`config.mk`:
```
export PLATFORM = sky130hd
export DESIGN_NAME = weight_ddr_fetch
export DESIGN_NICKNAME = d
export VERILOG_FILES = /design/src/rtl/weight_ddr_fetch_pkg.sv /design/src/rtl/weight_burst_len_calc.sv /design/src/rtl/weight_ddr_fetch.sv
export SDC_FILE = /design/constraint.sdc
export NUM_CORES = 1
export LEC_CHECK = 0
export CAP_MARGIN = 0
export CELL_PAD_IN_SITES_DETAIL_PLACEMENT = 1
export CELL_PAD_IN_SITES_GLOBAL_PLACEMENT = 2
export CORE_ASPECT_RATIO = 1.5
export CORE_MARGIN = 1.5
export CORE_UTILIZATION = 22
export DETAILED_ROUTE_END_ITERATION = 12
export GPL_ROUTABILITY_DRIVEN = 0
export PLACE_DENSITY_LB_ADDON = 0.15
export SLEW_MARGIN = 10
export SYNTH_ARGS = -nofsm -noshare
export SYNTH_HDL_FRONTEND = slang
export SYNTH_SLANG_ARGS = --single-unit
```
`constraint.sdc`:
```
create_clock -name sys_clk -period 4.55 [get_ports sys_clk]
set_input_delay 0.6825 -clock sys_clk [delete_from_list [all_inputs] [get_ports sys_clk]]
set_output_delay 0.6825 -clock sys_clk [all_outputs]
set_load 0.005 [all_outputs]
```
`src/rtl/weight_ddr_fetch_pkg.sv`:
```
// Shared constants and fetch FSM state type for the weight DDR fetch engine.
package weight_ddr_fetch_pkg;

  localparam int DDR_BEAT_BYTES  = 32;
  localparam int PAGE_BYTES      = 4096;
  localparam int BEATS_PER_BLOCK = 81;

  // Derived geometry: beats per 4 KB page and the address bits that index them.
  localparam int PAGE_BEATS = PAGE_BYTES / DDR_BEAT_BYTES;
  localparam int BEAT_SHIFT = $clog2(DDR_BEAT_BYTES);
  localparam int PAGE_SHIFT = $clog2(PAGE_BYTES);
  localparam int PAGE_IDX_W = PAGE_SHIFT - BEAT_SHIFT;

  typedef enum logic [1:0] {
    ST_IDLE = 2'd0,
    ST_REQ  = 2'd1,
    ST_DATA = 2'd2,
    ST_DONE = 2'd3
  } fetch_state_t;

endpackage

```
`src/rtl/weight_burst_len_calc.sv`:
```
// Burst length selection: the smallest of the burst limit, the beats still
// owed to the fetch, and the beats left before the next 4 KB page boundary.
module weight_burst_len_calc
  import weight_ddr_fetch_pkg::*;
#(
  parameter int BURST_LEN      = 16,
  parameter int BEAT_CNT_WIDTH = 16
) (
  input  logic [BEAT_CNT_WIDTH-1:0] remaining,
  input  logic [PAGE_IDX_W-1:0]     page_idx,
  output logic [8:0]                len
);

  logic [8:0] page_left;
  logic [8:0] cand;

  // Narrow the candidate length step by step; page_left is always 1..PAGE_BEATS.
  always_comb begin
    page_left = 9'(PAGE_BEATS) - 9'(page_idx);
    cand      = 9'(BURST_LEN);
    if (remaining < BEAT_CNT_WIDTH'(cand)) cand = remaining[8:0];
    if (page_left < cand) cand = page_left;
    len = cand;
  end

endmodule

```
`src/rtl/weight_ddr_fetch.sv`:
```
// Weight fetch engine: reads block_num blocks of weight beats from DDR, one
// burst in flight at a time, and forwards every beat one cycle later to the
// weight memory path, which cannot stall.
module weight_ddr_fetch
  import weight_ddr_fetch_pkg::*;
#(
  parameter int ADDR_WIDTH      = 32,
  parameter int DDR_RD_WIDTH    = 256,
  parameter int BURST_LEN       = 16,
  parameter int BEATS_PER_BLOCK = weight_ddr_fetch_pkg::BEATS_PER_BLOCK,
  parameter int BLK_CNT_WIDTH   = 8,
  parameter int BEAT_CNT_WIDTH  = 16
) (
  input  logic                      sys_clk,
  input  logic                      rstn,
  input  logic                      start,
  input  logic [ADDR_WIDTH-1:0]     base_addr,
  input  logic [BLK_CNT_WIDTH-1:0]  block_num,
  output logic                      busy,
  output logic                      done,
  output logic                      err,
  output logic                      ddr_arvalid,
  input  logic                      ddr_arready,
  output logic [ADDR_WIDTH-1:0]     ddr_araddr,
  output logic [7:0]                ddr_arlen,
  input  logic                      ddr_rvalid,
  output logic                      ddr_rready,
  input  logic [DDR_RD_WIDTH-1:0]   ddr_rdata,
  input  logic                      ddr_rlast,
  output logic [DDR_RD_WIDTH-1:0]   DDR_data_out,
  output logic                      DDR_valid_out
);

  localparam int LEN_W = 9;

  fetch_state_t              state, next_state;
  logic [ADDR_WIDTH-1:0]     addr;
  logic [BEAT_CNT_WIDTH-1:0] remaining;
  logic [LEN_W-1:0]          beat_cnt;
  logic [LEN_W-1:0]          len_q;
  logic [LEN_W-1:0]          len_calc;
  logic                      err_q;
  logic                      beat_p0;
  logic                      last_beat_p0;
  logic                      vld_p1;
  logic [DDR_RD_WIDTH-1:0]   data_p1;

  assign beat_p0       = ddr_rvalid & ddr_rready;
  assign last_beat_p0  = beat_p0 && (beat_cnt == LEN_W'(1));
  assign err           = err_q;
  assign DDR_valid_out = vld_p1;
  assign DDR_data_out  = data_p1;

  weight_burst_len_calc #(
    .BURST_LEN      (BURST_LEN),
    .BEAT_CNT_WIDTH (BEAT_CNT_WIDTH)
  ) u_len_calc (
    .remaining (remaining),
    .page_idx  (addr[PAGE_SHIFT-1:BEAT_SHIFT]),
    .len       (len_calc)
  );

  // State register.
  always_ff @(posedge sys_clk or negedge rstn) begin
    if (!rstn) state <= ST_IDLE;
    else       state <= next_state;
  end

  // Next-state logic; the beat counter, not rlast, decides where a burst ends.
  always_comb begin
    next_state = state;
    case (state)
      ST_IDLE: if (start) next_state = (block_num == '0) ? ST_DONE : ST_REQ;
      ST_REQ:  if (ddr_arready) next_state = ST_DATA;
      ST_DATA: if (last_beat_p0)
                 next_state = (remaining == BEAT_CNT_WIDTH'(1)) ? ST_DONE : ST_REQ;
      ST_DONE: next_state = ST_IDLE;
      default: next_state = ST_IDLE;
    endcase
  end

  // Outputs decoded from state; the request fields read as zero outside REQ.
  always_comb begin
    busy        = (state != ST_IDLE);
    done        = (state == ST_DONE);
    ddr_arvalid = (state == ST_REQ);
    ddr_rready  = (state == ST_DATA);
    ddr_araddr  = '0;
    ddr_arlen   = '0;
    if (state == ST_REQ) begin
      ddr_araddr = addr;
      ddr_arlen  = 8'(len_calc - LEN_W'(1));
    end
  end

  // Fetch counters, burst address and sticky error flag.
  always_ff @(posedge sys_clk or negedge rstn) begin
    if (!rstn) begin
      addr      <= '0;
      remaining <= '0;
      beat_cnt  <= '0;
      len_q     <= '0;
      err_q     <= 1'b0;
    end else begin
      if (state == ST_IDLE && start) begin
        addr      <= base_addr;
        remaining <= BEAT_CNT_WIDTH'(block_num) * BEAT_CNT_WIDTH'(BEATS_PER_BLOCK);
        err_q     <= 1'b0;
      end
      if (state == ST_REQ && ddr_arready) begin
        beat_cnt <= len_calc;
        len_q    <= len_calc;
      end
      if (beat_p0) begin
        beat_cnt  <= beat_cnt - LEN_W'(1);
        remaining <= remaining - BEAT_CNT_WIDTH'(1);
        if (ddr_rlast != (beat_cnt == LEN_W'(1))) err_q <= 1'b1;
        if (beat_cnt == LEN_W'(1))
          addr <= addr + (ADDR_WIDTH'(len_q) << BEAT_SHIFT);
      end
    end
  end

  // ---- stage p0 -> p1: accepted read beat registered toward the weight memory ----
  always_ff @(posedge sys_clk or negedge rstn) begin
    if (!rstn) begin
      vld_p1  <= 1'b0;
      data_p1 <= '0;
    end else begin
      vld_p1 <= beat_p0;
      if (beat_p0) data_p1 <= ddr_rdata;
    end
  end

endmodule

```
=== After elaboration in Yosys (flattened, before gate mapping) ===
Cells that the tools add are included.

* Bitwise logic cells: 1
* Multiplexer cells: 20
* $lt $le $gt $ge: 2
* Add/subtract/negate cells: 5
* Reductions and logical operators: 9
* Eq/ne operators: 9
* Multipliers: 1

{| class="wikitable"
|+ Operators by type and width
! kind !! number
|-
| 2-to-1 mux 32 bit || 4
|-
| 2-to-1 mux 9 bit || 4
|-
| adder 32 x 14 -> 32 bit || 1
|-
| 2-to-1 mux 16 bit || 2
|-
| equality test 16 x 1 -> 1 bit (second input constant) || 1
|-
| less-than comparator 16 x 5 -> 1 bit (second input constant) || 1
|-
| subtractor 16 x 1 -> 16 bit (second input constant) || 1
|-
| multiplier 8 x 7 -> 15 bit (second input constant) || 1
|-
| 2-to-1 mux 2 bit || 5
|-
| equality test 9 x 1 -> 1 bit (second input constant) || 1
|-
| less-than comparator 9 bit || 1
|-
| subtractor 8 x 7 -> 9 bit (first input constant) || 1
|-
| subtractor 9 x 1 -> 9 bit (second input constant) || 1
|-
| logical NOT 8 bit || 1
|-
| 2-to-1 mux 8 bit || 1
|-
| case mux 2 bit (4 select lines) || 1
|-
| subtractor 8 x 1 -> 8 bit (second input constant) || 1
|-
| nonzero test 2 bit || 3
|-
| equality test 2 bit (second input constant) || 2
|-
| != test 2 x 1 -> 1 bit (second input constant) || 2
|-
| logical AND 1 bit || 3
|-
| 2-to-1 mux 1 bit || 3
|-
| AND reduction 3 bit || 1
|-
| equality test 2 x 1 -> 1 bit (second input constant) || 1
|-
| other kinds (4) || 4
|}

* Register bits: 326
* Logic and storage cells: 55
* Input bits: 302

=== Logic depth before layout (Yosys ltp) ===
* Depth after elaboration: 6
* Depth in mapped cells: 18
* Depth with buffers taken out: 18

=== Cells and area by module ===
From an unflattened synthesis, not the netlist that was laid out.

* Cells, all modules: 1735
* Area, all modules: 15063.2 sq um

{| class="wikitable"
|+ Modules (own cells, without submodules)
! module !! area each (sq um) !! seq. area each (sq um) !! times used !! cells each
|-
| weight_ddr_fetch || 14639.0 || 8157.8 || 1 || 1677
|-
| weight_burst_len_calc || 424.2 || 0.0 || 1 || 58
|}

=== Worst setup path after synthesis ===
Ideal clock, no wire load.

* Path kind: flip-flop to output port
* Start: register remaining[8]
* End: output ddr_arlen[6]
* Required time: 3.868 ns
* Data arrival time: 3.844 ns
* Slack: 0.023 ns
* Cell stages (with the launch flop): 17
* Cell sequence: dfrtp_1 -> nor4_1 -> and4_1 -> clkbuf_1 -> nand2_1 -> ha_1 -> and2_0 -> nor4_1 -> a211o_1 -> nand2_1 -> a31oi_1 -> ha_1 -> inv_1 -> o32ai_1 -> nand2_1 -> xnor2_1 -> a211oi_1

* Word-level cells in the longest chain between the ends: 6

{| class="wikitable"
|+ RTL lines
! item !! line !! RTL
|-
| from (decl) || weight_ddr_fetch.sv:38 || <nowiki>logic [BEAT_CNT_WIDTH-1:0] remaining;</nowiki>
|-
| from (signal assigned) || weight_ddr_fetch.sv:107 || <nowiki>remaining <= BEAT_CNT_WIDTH'(block_num) * BEAT_CNT_WIDTH'(BEATS_PER_BLOCK);</nowiki>
|-
| from (signal assigned) || weight_ddr_fetch.sv:116 || <nowiki>remaining <= remaining - BEAT_CNT_WIDTH'(1);</nowiki>
|-
| less-than comparator 16 x 5 -> 1 bit || weight_burst_len_calc.sv:21 || <nowiki>if (remaining < BEAT_CNT_WIDTH'(cand)) cand = remaining[8:0];</nowiki>
|-
| 2-to-1 mux 9 bit (*) || weight_burst_len_calc.sv:21 ||
|-
| less-than comparator 9 bit || weight_burst_len_calc.sv:22 || <nowiki>if (page_left < cand) cand = page_left;</nowiki>
|-
| 2-to-1 mux 9 bit (*) || weight_burst_len_calc.sv:22 ||
|-
| subtractor 8 x 1 -> 8 bit (*) || weight_ddr_fetch.sv:92 || <nowiki>ddr_arlen = 8'(len_calc - LEN_W'(1));</nowiki>
|-
| 2-to-1 mux 8 bit (*) || weight_ddr_fetch.sv:90 || <nowiki>if (state == ST_REQ) begin</nowiki>
|-
| to (decl) || weight_ddr_fetch.sv:25 || <nowiki>output logic [7:0] ddr_arlen,</nowiki>
|}

Every way passes the cells marked *; elsewhere a longest branch is shown, timed or not.

=== Worst setup path in the final report ===
* Start: register remaining[13]
* End: output ddr_arlen[6]

* Word-level cells in the longest chain between the ends: 6

{| class="wikitable"
|+ RTL lines
! item !! line
|-
| less-than comparator 16 x 5 -> 1 bit (*) || weight_burst_len_calc.sv:21
|-
| 2-to-1 mux 9 bit (*) || weight_burst_len_calc.sv:21
|-
| less-than comparator 9 bit || weight_burst_len_calc.sv:22
|-
| 2-to-1 mux 9 bit (*) || weight_burst_len_calc.sv:22
|-
| subtractor 8 x 1 -> 8 bit (*) || weight_ddr_fetch.sv:92
|-
| 2-to-1 mux 8 bit (*) || weight_ddr_fetch.sv:90
|}

Marks and branches as above.

==> flow_summary.yaml <==
timing:
  grt_setup_unrepaired: "yes"
  worst_slew_pin_slew_ns: 1.09
  setup-violations-final: 4
  fmax_mhz: 203
  max-slew-margin-rel: 0.271
  final_period_minus_worst_setup_slack_ns: 4.92
  total_negative_slack_ns: -0.980
  report.final.hold_viol_count: 0
  layout_worst_path_cycle_share: 1.08
  finalMaxSlewViolations: 0
  final_worst_slack_ns: -0.372
  timing.clock.skew_ns: 0.0133
clock_tree:
  cts_tree: "built"
  clock_latency_ns: 0.57
  number_of_h_tree_levels: 2
  cts_sinks: 326
  cts.hold.buffers_added: 0
  clockBufferDepth: 3
  clkTransAtPathRegs_ns: 0.06
  cts_made_buffers: 40
  clock_tree.root_cell: "sky130_fd_sc_hd__clkbuf_16"
synth:
  synth_area_leader_cell: "sky130_fd_sc_hd__dfrtp_1"
  synth_area_mm2: 0.0149
  synthesis.yosys.warnings: 0
  post-synth-top-count-cell: "sky130_fd_sc_hd__nand2_1"
  synth.yosys.seq_area_share: 0.548
  async_flop_share: 1.00
  synth-edff-count: 0
  synthesized_instance_count: 1713
  yosys_register_bits: 326
  synthTopCellsByCount: "sky130_fd_sc_hd__nand2_1 (847), sky130_fd_sc_hd__dfrtp_1 (326), sky130_fd_sc_hd__clkbuf_1 (77)"
  yosys-top-cells-area: "sky130_fd_sc_hd__dfrtp_1 (55%), sky130_fd_sc_hd__nand2_1 (21%), sky130_fd_sc_hd__ha_1 (4.6%)"
  synthDistinctLibCells: 64
  synth_top_cell_area_share: 0.548
  yosys_most_used_dff: "sky130_fd_sc_hd__dfrtp_1"
  avgSynthCellArea_um2: 8.70
worst_setup_path:
  cp_num_buf_inv: 5
  critPathMaxFanout: 6
  critical_path.endpoint_type: "output port"
  critical_path.max_stage_delay_ns: 0.39
  timing_worst_setup_path_type: "flop to output port"
  critical-path-top-delay-family: "compound AO/OA/AOI/OAI gates"
  critPathSlowestCell: "sky130_fd_sc_hd__dfrtp_1"
  worstPathRequired_ns: 3.87
  setup.worst_path.start_class: "flop"
  crit_arrival_ns: 4.24
  cp_cell_sequence: "nor4_2 > buf_4 > and4_1 > buf_6 > ha_4 > a211o_1 > a211oi_2 > a211o_1 > nand2_2 > a31oi_4 > ha_4 > inv_4 > o32ai_4 > buf_4 > nand2_4 > xnor2_2 > a211oi_2 > buf_2"
status:
  run_status: "finished with violations"
  failed_checks: "setup timing"
global_routing:
  via_count_of_the_first_global_routing_pass: 16200
  grt_first_pass_wirelength_mm: 104
  grtUsageTotal: 0.199
  grt_max_degree: 189
  gr-total-overflow: 0
  antenna_found_initial: 13
floorplan:
  effective_utilization_at_floorplan: 0.223
  dieWidth_um: 215
  chipHeight_um: 322
  coreArea_mm2: 0.0669
  rows: 116
  pin_count: 604
  fp.dieArea_mm2: 0.0693
layout:
  filler_cell_count: 7745
  flow.area_growth_from_synthesis_pct: 61.3
  final_core_util: 0.359
  finish.net_count: 2721
  final_layout_size_suffix_gt1_frac: 0.0833
detailed_routing:
  route.top_layer_used: "met5"
  met2WireLength_mm: 36.3
  totalWireLength_mm: 69.2
  dr_total_vias: 14500
  routedLengthMet1_mm: 25.2
  routed_wire_length_per_instance_um: 21.1
  detailedRoute.firstPassIterationCount: 6
  drc_errors: 0
  dr_wl_met3_mm: 6.07
  drtAntennaViolNets: 0
  post_drt_via_cell_ratio: 4.42
  drt-initial-drc-count: 509
job:
  cap_violations: 0
power:
  internal_power_mw: 10.2
  peakVddDrop_v: 0.000289
  seq_power_share: 0.312
  cellLeakagePower_nw: 11.2
  switching_power_mw: 6.02
  pwr-share-comb: 0.480
  finalPower_mw: 16.2
  power_switching_share: 0.372
  clock_power_share: 0.207
  power.density_mw_per_mm2: 674
placement:
  numPortBuffers: 603
  place_hpwl_mm: 51.3
worst_hold_path:
  timing.hold.worst.class: "primary input to async pin"
-- layout make-up --
type                       count  area (µm²)  share of cell area
clock buffer                  55        1140              0.0473
tap                          885        1110              0.0461
clock inverter                16         204             0.00849
multi-input combinational   1290        6630               0.276
antenna                        2        5.00            0.000208
timing repair buffer         686        6720               0.279
inverter                      17        73.8             0.00307
sequential                   326        8160               0.339
-- sequential cells by signal, indices dropped and copies added, names as in the netlist --
register	count
err	1
DDR_valid_out	1
state	2
addr	32
DDR_data_out	256
remaining	16
beat_cnt	9
len_q	9
-- metal layers --
layer,up-vias,track usage
met5,-,0
met4,22,0.0514
met3,93,0.0806
met2,440,0.367
met1,7101,0.206
li1,6837,-
-- kinds of logic after synthesis --
| family | share of synthesized area |
|---|---|
| AOI/OAI and AO/OA | 0.0751 |
| xor gates and xnor gates | 0.0153 |
| DFF | 0.548 |
| and+or+nand+nor | 0.282 |
| adders and majority gates | 0.0502 |
| buffers and inverters | 0.0250 |
| muxes | 0.00479 |
| other | 0.000252 |
-- repair_timing --
action / 4_1_cts / 5_1_grt
endpoints found under the setup margin: 8 / 8
hold endpoints to repair: 0 / 0
buffers inserted: 11 / 0
pin swaps: 20 / 5
gates resized for setup: 61 / 8
-- metrics by stage --
stage	hold WS, ns	worst slack [ns]	cell area, µm²	std cells
after floorplan	0.387	0.0235	14900	1715
after global placement	0.450	-0.425	22400	3193
after detailed placement	0.461	-0.670	22400	3193
after CTS	0.146	-0.376	24000	3275
after global routing	0.156	-0.595	24000	3277
final	0.121	-0.372	24000	3277
-- path summary, 6_finish.rpt --
| check | startpoint | end | slack, ns | cells after the start |
|---|---|---|---|---|
| min in group sys_clk | addr[2] | addr[2] | 0.47 | 2 |
| worst min register to register | addr[2] | addr[2] | 0.47 | 2 |
| max in group asynchronous | rstn | addr[11] | 3.40 | 2 |
| worst max register to register | remaining[13] | beat_cnt[6] | 1.14 | 14 |
| worst max-delay path | remaining[13] | ddr_arlen[6] | -0.37 | 18 |
| worst min-delay path | rstn | DDR_data_out[17] | 0.12 | 1 |
-- cell usage in the layout (no fill, tap or decap), drive strengths merged, types with 7 or more instances in the layout --
| master | synthesis | routed |
|---|---|---|
| nor3 | 18 | 18 |
| a21oi | 46 | 46 |
| clkinv | 0 | 9 |
| nor2 | 54 | 54 |
| a31oi | 7 | 7 |
| nand2 | 847 | 847 |
| and2 | 40 | 40 |
| o21ai | 33 | 33 |
| and3 | 9 | 9 |
| dfrtp | 326 | 326 |
| xnor2 | 19 | 19 |
| a311oi | 12 | 12 |
| clkdlybuf4s50 | 0 | 595 |
| clkbuf | 77 | 57 |
| nand3 | 17 | 17 |
| o211ai | 8 | 8 |
| nor4 | 9 | 9 |
| ha | 55 | 55 |
| buf | 5 | 87 |
| a211oi | 14 | 14 |
| inv | 17 | 18 |
| xor2 | 7 | 7 |
-- power groups by stage --
stage               sequential, mW  combinational [mW]  clock, mW
finish                        5.06                7.78       3.36
floorplan                     5.07                2.73          0
global placement              5.01                7.45          0
global route                  5.25                8.55       3.60
CTS                           5.07                7.90       3.50
detailed placement            5.07                7.52          0
(Power assumes the default switching activity.)
